===== src/rtl/f11_svc_if.sv =====
`default_nettype none
// +--------------------------------------------------------------------------+
// | Module      : f11_svc_if                                                 |
// | Description : Board-side request/status bundle of the F-11 service word  |
// |               generator; slave = generator, master = board/control side. |
// | Revision    : 1.0  initial release                                       |
// +--------------------------------------------------------------------------+
interface f11_svc_if;
   logic        pin_mce_p;
   logic        pin_mce_n;
   logic [3:0]  pin_irq;
   logic        pin_evnt;
   logic        pin_evnt_ack;
   logic        pin_aclo;
   logic        pin_dclo;
   logic        pin_halt;
   logic        pin_ccerr;
   logic        pin_mmu_abt;
   logic        pin_parerr;
   logic        pin_bsy;
   logic        pin_rply;
   logic        pin_err_clr;
   logic [12:0] pin_svc;

   modport slave (
      input  pin_mce_p, pin_mce_n, pin_irq, pin_evnt, pin_evnt_ack,
             pin_aclo, pin_dclo, pin_halt, pin_ccerr, pin_mmu_abt,
             pin_parerr, pin_bsy, pin_rply, pin_err_clr,
      output pin_svc
   );

   modport master (
      output pin_mce_p, pin_mce_n, pin_irq, pin_evnt, pin_evnt_ack,
             pin_aclo, pin_dclo, pin_halt, pin_ccerr, pin_mmu_abt,
             pin_parerr, pin_bsy, pin_rply, pin_err_clr,
      input  pin_svc
   );
endinterface
`default_nettype wire


===== src/rtl/f11_svc.sv =====
`default_nettype none
// +--------------------------------------------------------------------------+
// | Module      : f11_svc                                                    |
// | Description : F-11 service word generator: synchronizes board requests,  |
// |               latches sticky errors/events, registers word on mce_n.     |
// | Revision    : 1.0  initial release                                       |
// +--------------------------------------------------------------------------+
module f11_svc #(
   parameter int TOUT_CYCLES = 64
) (
   input  wire logic  pin_clk,
   input  wire logic  pin_rst,
   f11_svc_if.slave   bus
);

   localparam int             CW         = $clog2(TOUT_CYCLES) + 1;
   localparam logic [CW-1:0]  C_TOUT_MAX = CW'(TOUT_CYCLES - 1);
   localparam logic [12:0]    C_SVR_RST  = 13'h001C;

   logic [3:0]    irq_s1_q, irq_s2_q;
   logic          evnt_s1_q, evnt_s2_q, evnt_h_q;
   logic          aclo_s1_q, aclo_s2_q;
   logic          dclo_s1_q, dclo_s2_q;
   logic          halt_s1_q, halt_s2_q;
   logic          rply_s1_q, rply_s2_q;

   logic          evt_q, evt_d;
   logic          tout_q, tout_d;
   logic          par_q, par_d;
   logic [CW-1:0] cnt_q, cnt_d;
   logic [12:0]   svr_q, svr_d;

   logic          w_evt_edge;
   logic          w_counting;
   logic          w_tout_set;
   logic          w_unused;

   always_ff @(posedge pin_clk or posedge pin_rst) begin
      if (pin_rst) begin
         irq_s1_q  <= 4'b0000;
         irq_s2_q  <= 4'b0000;
         evnt_s1_q <= 1'b0;
         evnt_s2_q <= 1'b0;
         evnt_h_q  <= 1'b0;
         aclo_s1_q <= 1'b1;
         aclo_s2_q <= 1'b1;
         dclo_s1_q <= 1'b1;
         dclo_s2_q <= 1'b1;
         halt_s1_q <= 1'b0;
         halt_s2_q <= 1'b0;
         rply_s1_q <= 1'b0;
         rply_s2_q <= 1'b0;
      end else begin
         irq_s1_q  <= bus.pin_irq;
         irq_s2_q  <= irq_s1_q;
         evnt_s1_q <= bus.pin_evnt;
         evnt_s2_q <= evnt_s1_q;
         evnt_h_q  <= evnt_s2_q;
         aclo_s1_q <= bus.pin_aclo;
         aclo_s2_q <= aclo_s1_q;
         dclo_s1_q <= bus.pin_dclo;
         dclo_s2_q <= dclo_s1_q;
         halt_s1_q <= bus.pin_halt;
         halt_s2_q <= halt_s1_q;
         rply_s1_q <= bus.pin_rply;
         rply_s2_q <= rply_s1_q;
      end
   end

   assign w_evt_edge = evnt_s2_q & ~evnt_h_q;
   assign w_counting = bus.pin_bsy & ~rply_s2_q;
   assign w_tout_set = w_counting & (cnt_q == C_TOUT_MAX);
   assign w_unused   = bus.pin_mce_p;

   // Sticky latches: a set on the same clock as a clear always wins.
   always_comb begin
      evt_d  = w_evt_edge | (evt_q & ~(bus.pin_evnt_ack & bus.pin_mce_n));
      tout_d = w_tout_set | (tout_q & ~(bus.pin_err_clr & bus.pin_mce_n));
      par_d  = bus.pin_parerr | (par_q & ~(bus.pin_err_clr & bus.pin_mce_n));

      cnt_d = cnt_q;
      if (!w_counting) begin
         cnt_d = '0;
      end else if (cnt_q != C_TOUT_MAX) begin
         cnt_d = cnt_q + 1'b1;
      end

      svr_d = svr_q;
      if (bus.pin_mce_n) begin
         svr_d = {evt_q, irq_s2_q[0], irq_s2_q[1], irq_s2_q[2], irq_s2_q[3],
                  ~aclo_s2_q, 1'b0, halt_s2_q, ~bus.pin_ccerr,
                  ~bus.pin_mmu_abt, ~par_q, tout_q, ~dclo_s2_q};
      end
   end

   always_ff @(posedge pin_clk or posedge pin_rst) begin
      if (pin_rst) begin
         evt_q  <= 1'b0;
         tout_q <= 1'b0;
         par_q  <= 1'b0;
         cnt_q  <= '0;
         svr_q  <= C_SVR_RST;
      end else begin
         evt_q  <= evt_d;
         tout_q <= tout_d;
         par_q  <= par_d;
         cnt_q  <= cnt_d;
         svr_q  <= svr_d;
      end
   end

   assign bus.pin_svc = svr_q;

endmodule
`default_nettype wire


===== src/flat_wrapper.sv =====
// flat-port wrapper written by rule: the top's interface ports become plain ports
module f11_svc_flat 
#(
   parameter int TOUT_CYCLES = 64
)
  (pin_clk, pin_rst, bus_pin_mce_p, bus_pin_mce_n, bus_pin_irq, bus_pin_evnt, bus_pin_evnt_ack, bus_pin_aclo, bus_pin_dclo, bus_pin_halt, bus_pin_ccerr, bus_pin_mmu_abt, bus_pin_parerr, bus_pin_bsy, bus_pin_rply, bus_pin_err_clr, bus_pin_svc);
  f11_svc_if bus_i ();
  input  wire logic pin_clk;
  input  wire logic pin_rst;
  input wire logic [$bits(bus_i.pin_mce_p)-1:0] bus_pin_mce_p;
  input wire logic [$bits(bus_i.pin_mce_n)-1:0] bus_pin_mce_n;
  input wire logic [$bits(bus_i.pin_irq)-1:0] bus_pin_irq;
  input wire logic [$bits(bus_i.pin_evnt)-1:0] bus_pin_evnt;
  input wire logic [$bits(bus_i.pin_evnt_ack)-1:0] bus_pin_evnt_ack;
  input wire logic [$bits(bus_i.pin_aclo)-1:0] bus_pin_aclo;
  input wire logic [$bits(bus_i.pin_dclo)-1:0] bus_pin_dclo;
  input wire logic [$bits(bus_i.pin_halt)-1:0] bus_pin_halt;
  input wire logic [$bits(bus_i.pin_ccerr)-1:0] bus_pin_ccerr;
  input wire logic [$bits(bus_i.pin_mmu_abt)-1:0] bus_pin_mmu_abt;
  input wire logic [$bits(bus_i.pin_parerr)-1:0] bus_pin_parerr;
  input wire logic [$bits(bus_i.pin_bsy)-1:0] bus_pin_bsy;
  input wire logic [$bits(bus_i.pin_rply)-1:0] bus_pin_rply;
  input wire logic [$bits(bus_i.pin_err_clr)-1:0] bus_pin_err_clr;
  output wire logic [$bits(bus_i.pin_svc)-1:0] bus_pin_svc;
  assign bus_i.pin_mce_p = bus_pin_mce_p;
  assign bus_i.pin_mce_n = bus_pin_mce_n;
  assign bus_i.pin_irq = bus_pin_irq;
  assign bus_i.pin_evnt = bus_pin_evnt;
  assign bus_i.pin_evnt_ack = bus_pin_evnt_ack;
  assign bus_i.pin_aclo = bus_pin_aclo;
  assign bus_i.pin_dclo = bus_pin_dclo;
  assign bus_i.pin_halt = bus_pin_halt;
  assign bus_i.pin_ccerr = bus_pin_ccerr;
  assign bus_i.pin_mmu_abt = bus_pin_mmu_abt;
  assign bus_i.pin_parerr = bus_pin_parerr;
  assign bus_i.pin_bsy = bus_pin_bsy;
  assign bus_i.pin_rply = bus_pin_rply;
  assign bus_i.pin_err_clr = bus_pin_err_clr;
  assign bus_pin_svc = bus_i.pin_svc;
  f11_svc #(.TOUT_CYCLES(TOUT_CYCLES)) u_core (.pin_clk(pin_clk), .pin_rst(pin_rst), .bus(bus_i));
endmodule

===== config.mk =====
export PLATFORM = sky130hd
export DESIGN_NAME = f11_svc_flat
export DESIGN_NICKNAME = d
export VERILOG_FILES = /design/src/rtl/f11_svc_if.sv /design/src/rtl/f11_svc.sv /design/src/flat_wrapper.sv
export SDC_FILE = /design/constraint.sdc
export NUM_CORES = 1
export LEC_CHECK = 0
export CAP_MARGIN = 20
export CORE_MARGIN = 2
export CORE_UTILIZATION = 55
export CTS_BUF_LIST = sky130_fd_sc_hd__clkbuf_8
export DETAILED_ROUTE_END_ITERATION = 16
export HOLD_SLACK_MARGIN = 0.03
export PLACE_DENSITY = 0.86
export SYNTH_ARGS = -nofsm -noshare
export SYNTH_HDL_FRONTEND = slang
export SYNTH_SLANG_ARGS = --single-unit

===== constraint.sdc =====
create_clock -name pin_clk -period 2 [get_ports pin_clk]
set_input_delay 0.6 -clock pin_clk [delete_from_list [all_inputs] [get_ports pin_clk]]
set_output_delay 0.6 -clock pin_clk [all_outputs]
set_load 0.02 [all_outputs]

==> results by group <==
Worst setup path
  • Crit path max fanout: 2
  • Critical Path Slowest Stage Cell: sky130_fd_sc_hd__clkdlybuf4s50_1
  • Worst Path Required: 1.40 ns
  • Worst-case register-to-register setup slack: 0.69 ns
  • Total buffers and inverters traversed by the critical path: 1
  • Kind of cell adding the most delay to the critical path: buffers and inverters
  • Source of the worst register-to-register timing path: u_core.cnt_q[0]$_DFFE_PP0P_
  • End point of the critical path: bus_pin_svc[7]
  • Stage delay of the slowest cell on the critical path: 0.60 ns
  • Critical path launch point: u_core.bus.pin_svc[7]$_DFFE_PP0P_
  • Kind of start point of the critical path: flip-flop
  • Worst reg-to-reg path cell count: 4
  • Number of stages on the worst setup path: 1
  • Setup crit end kind: primary output
  • Arrival time of the worst setup path: 1.24 ns
  • CP Cell Sequence: clkdlybuf4s50_1
  • Reg2Reg Capture Point: u_core.cnt_q[4]$_DFFE_PP0P_
  • CP Class: reg2out

GRT
  • Total congestion overflow: 0
  • Initial antenna violation count: 0
  • Global-route wire length before repair: 3.84 mm
  • Number of global-route vias before repair: 856
  • Total global-route track usage: 16.8%
  • Maximum number of pins on one net before global-route repair: 42

Clock tree
  • Bufs on Longest Clock Path: 2
  • Max H-tree Level: 2
  • Worst skew pair latency: 0.29 ns
  • Clock tree from TritonCTS: done
  • Inserted Clock Buffers: 5
  • TritonCTS sink count: 41
  • Clock-pin slew on the worst setup and hold paths: 0.07 ns
  • Clock root buffer: sky130_fd_sc_hd__clkbuf_8

Synthesis
  • Number of enable flip-flop cells after synthesis: 0
  • Top cells by count, synth: sky130_fd_sc_hd__dfrtp_1, sky130_fd_sc_hd__nand2_1, sky130_fd_sc_hd__dfstp_2, sky130_fd_sc_hd__mux2_2
  • Area of the mapped netlist: 0.00144 mm²
  • Share of synthesized flip-flops with an asynchronous set or reset: 100%
  • Number of synthesized register bits: 41
  • Synthesized instance count: 97
  • Cell with the most instances after synthesis: sky130_fd_sc_hd__dfrtp_1
  • Top FF cell, synth: sky130_fd_sc_hd__dfrtp_1
  • Fraction of synthesized cell area taken by the top area cell type: 59.0%
  • Top area cells in the synthesized netlist: sky130_fd_sc_hd__dfrtp_1, sky130_fd_sc_hd__dfstp_2, sky130_fd_sc_hd__mux2_2
  • Number of nets produced by synthesis: 117
  • Yosys warnings: 0
  • Post-synthesis cell type with the largest combined area: sky130_fd_sc_hd__dfrtp_1
  • Share of synthesized area occupied by flip-flops and latches: 71.7%
  • Number of different library cells in the post-synthesis netlist: 26
  • Avg Cell Area, Syn: 14.9 µm²

Floorplan
  • Initial core utilization: 58.2%
  • Core area: 0.00248 mm²
  • Chip height: 55.2 µm
  • Top-level I/O count: 32
  • Die outline area: 0.00305 mm²
  • Die extent in x: 55.2 µm
  • Row Count: 18

STA
  • Sum Neg Setup Slack: 0 ns
  • Max Clock Skew: 0.00762 ns
  • Minimum period implied by the final worst setup slack: 1.84 ns
  • Number of hold-slack violations in the final timing report: 0
  • Number of setup violations in the final report: 0
  • RSZ-0062 raised after global routing: no
  • Max-slew violations: 0
  • Maximum frequency from static timing analysis: 543 MHz
  • Post-route clock period utilization: 92.0%

Placement
  • Post-detailed-placement half-perimeter wirelength: 1.67 mm
  • Final RePlAce weighted congestion: 0.777
  • Port Buffer Count: 29

Finish
  • Ant. Diodes: 0
  • Number of nets at the end of the flow: 152
  • Share of post-route cells with drive strength above 1: 23.3%
  • # fillers: 165
  • Relative area change from synthesis to final layout: 29.3%

Power
  • Total power density per cell area: 848 mW/mm²
  • Leakage component of the power: 0.871 nW
  • Peak supply drop: 868 µV
  • Final Power: 0.00158 W

Detailed routing
  • Total routed wirelength: 2.29 mm
  • Number of antenna-violating nets in the routed design: 0
  • TritonRoute pass-1 iters: 4
  • Per-cell routed wire length: 14.1 µm
  • Detailed-route via count: 820
  • Number of vias per cell: 5.03
  • DRC violations left: 0
  • Number of DRC markers after the initial detailed-route iteration: 8

Job
  • Count of maximum capacitance violations: 0

Status
  • Run status: finished, final reports clean

Hold path
  • Worst min-delay path class: reg2reg
metal layers:
layer | track usage [%] | share of wire [%] | wire [µm]
met5 | 0 | 0 | 0
met4 | 7.32 | 1.6 | 36
met3 | 6.32 | 5.1 | 118
met2 | 27.2 | 50 | 1150
met1 | 20.0 | 43 | 986
through the flow:
step | hold slack (ns) | util [%] | instance area [µm²] | setup WS (ns) | instances
floorplan | 0.331 | - | 1440 | 0.466 | 97
global placement | 0.333 | 72.1 | 1790 | 0.237 | 155
detailed placement | 0.341 | 72.1 | 1790 | 0.183 | 155
CTS | 0.358 | 75.3 | 1870 | 0.142 | 163
global route | 0.359 | 75.3 | 1870 | 0.115 | 163
finish | 0.355 | 75.3 | 1870 | 0.160 | 163
worst min path at each step:
stage               depth (start not counted)                    startpoint  slack (ns)                      endpoint
CTS                                         0    u_core.aclo_s1_q$_DFF_PP1_        0.36    u_core.aclo_s2_q$_DFF_PP1_
detailed placement                          0    u_core.halt_s1_q$_DFF_PP0_        0.34    u_core.halt_s2_q$_DFF_PP0_
floorplan                                   0    u_core.evnt_s1_q$_DFF_PP0_        0.33    u_core.evnt_s2_q$_DFF_PP0_
global placement                            0  u_core.irq_s1_q[2]$_DFF_PP0_        0.33  u_core.irq_s2_q[2]$_DFF_PP0_
global route                                0    u_core.halt_s1_q$_DFF_PP0_        0.36    u_core.halt_s2_q$_DFF_PP0_
finish                                      0  u_core.irq_s1_q[2]$_DFF_PP0_        0.35  u_core.irq_s2_q[2]$_DFF_PP0_
report_power, final:
part	switching, W	internal [W]
registers	0.0000213	0.000885
logic	0.0000838	0.0000947
clock network	0.000262	0.000236
cells by family after synthesis:
logic type / share of synthesized area, %
AOI/OAI and AO/OA: 5.20
buffers and inverters: 3.21
and+or+nand+nor: 9.11
adders and majority gates: 0.867
DFF: 71.7
muxes: 9.63
other: 0.260
placed cells by master (no fill, tap or decap):
cell	count
sky130_fd_sc_hd__buf_12	2
sky130_fd_sc_hd__nand2b_1	2
sky130_fd_sc_hd__nor3_1	1
sky130_fd_sc_hd__o21ai_0	3
sky130_fd_sc_hd__ha_1	1
sky130_fd_sc_hd__dlygate4sd2_1	3
sky130_fd_sc_hd__clkinv_2	2
sky130_fd_sc_hd__nand2_1	8
sky130_fd_sc_hd__clkbuf_8	5
sky130_fd_sc_hd__clkdlybuf4s50_1	26
sky130_fd_sc_hd__conb_1	1
sky130_fd_sc_hd__and3_2	1
sky130_fd_sc_hd__nor2_1	2
sky130_fd_sc_hd__a21o_1	1
sky130_fd_sc_hd__a211oi_2	2
sky130_fd_sc_hd__dfstp_2	7
sky130_fd_sc_hd__a31oi_1	2
sky130_fd_sc_hd__mux2_2	7
sky130_fd_sc_hd__mux2i_1	6
sky130_fd_sc_hd__nor2b_1	1
sky130_fd_sc_hd__and2b_2	1
sky130_fd_sc_hd__a21oi_1	3
sky130_fd_sc_hd__inv_1	7
sky130_fd_sc_hd__and4_4	2
sky130_fd_sc_hd__and3b_1	1
sky130_fd_sc_hd__nand2_4	1
sky130_fd_sc_hd__dfrtp_1	34
sky130_fd_sc_hd__and3_4	1
registers in the layout (all words and copies together), names as in the netlist:
signal and flops:
u_core.evnt_s1_q 1, u_core.rply_s2_q 1, u_core.dclo_s1_q 1, u_core.aclo_s2_q 1, u_core.evt_q 1, u_core.irq_s1_q 4
u_core.tout_q 1, u_core.irq_s2_q 4, u_core.cnt_q 7, u_core.par_q 1, u_core.aclo_s1_q 1, u_core.bus.pin_svc 12
u_core.halt_s1_q 1, u_core.evnt_s2_q 1, u_core.halt_s2_q 1, u_core.dclo_s2_q 1, u_core.evnt_h_q 1, u_core.rply_s1_q 1
layout make-up:
cell class	instances	area, µm²	share of cell area (%)
flip-flops and latches	41	1030	55.5
clock buffers	5	68.8	3.69
well taps	30	37.5	2.01
repair buffers	31	327	17.5
inverters	6	22.5	1.21
multi-input cells	47	362	19.4
clock inverters	3	13.8	0.738
repair_timing:
| item | CTS | global route |
|---|---|---|
| endpoints found under the setup margin | 3 | 0 |
| gates resized for setup | 3 | 0 |
| hold buffers | 0 | 0 |
| setup buffers | 0 | 0 |
(Power assumes the default switching activity.)
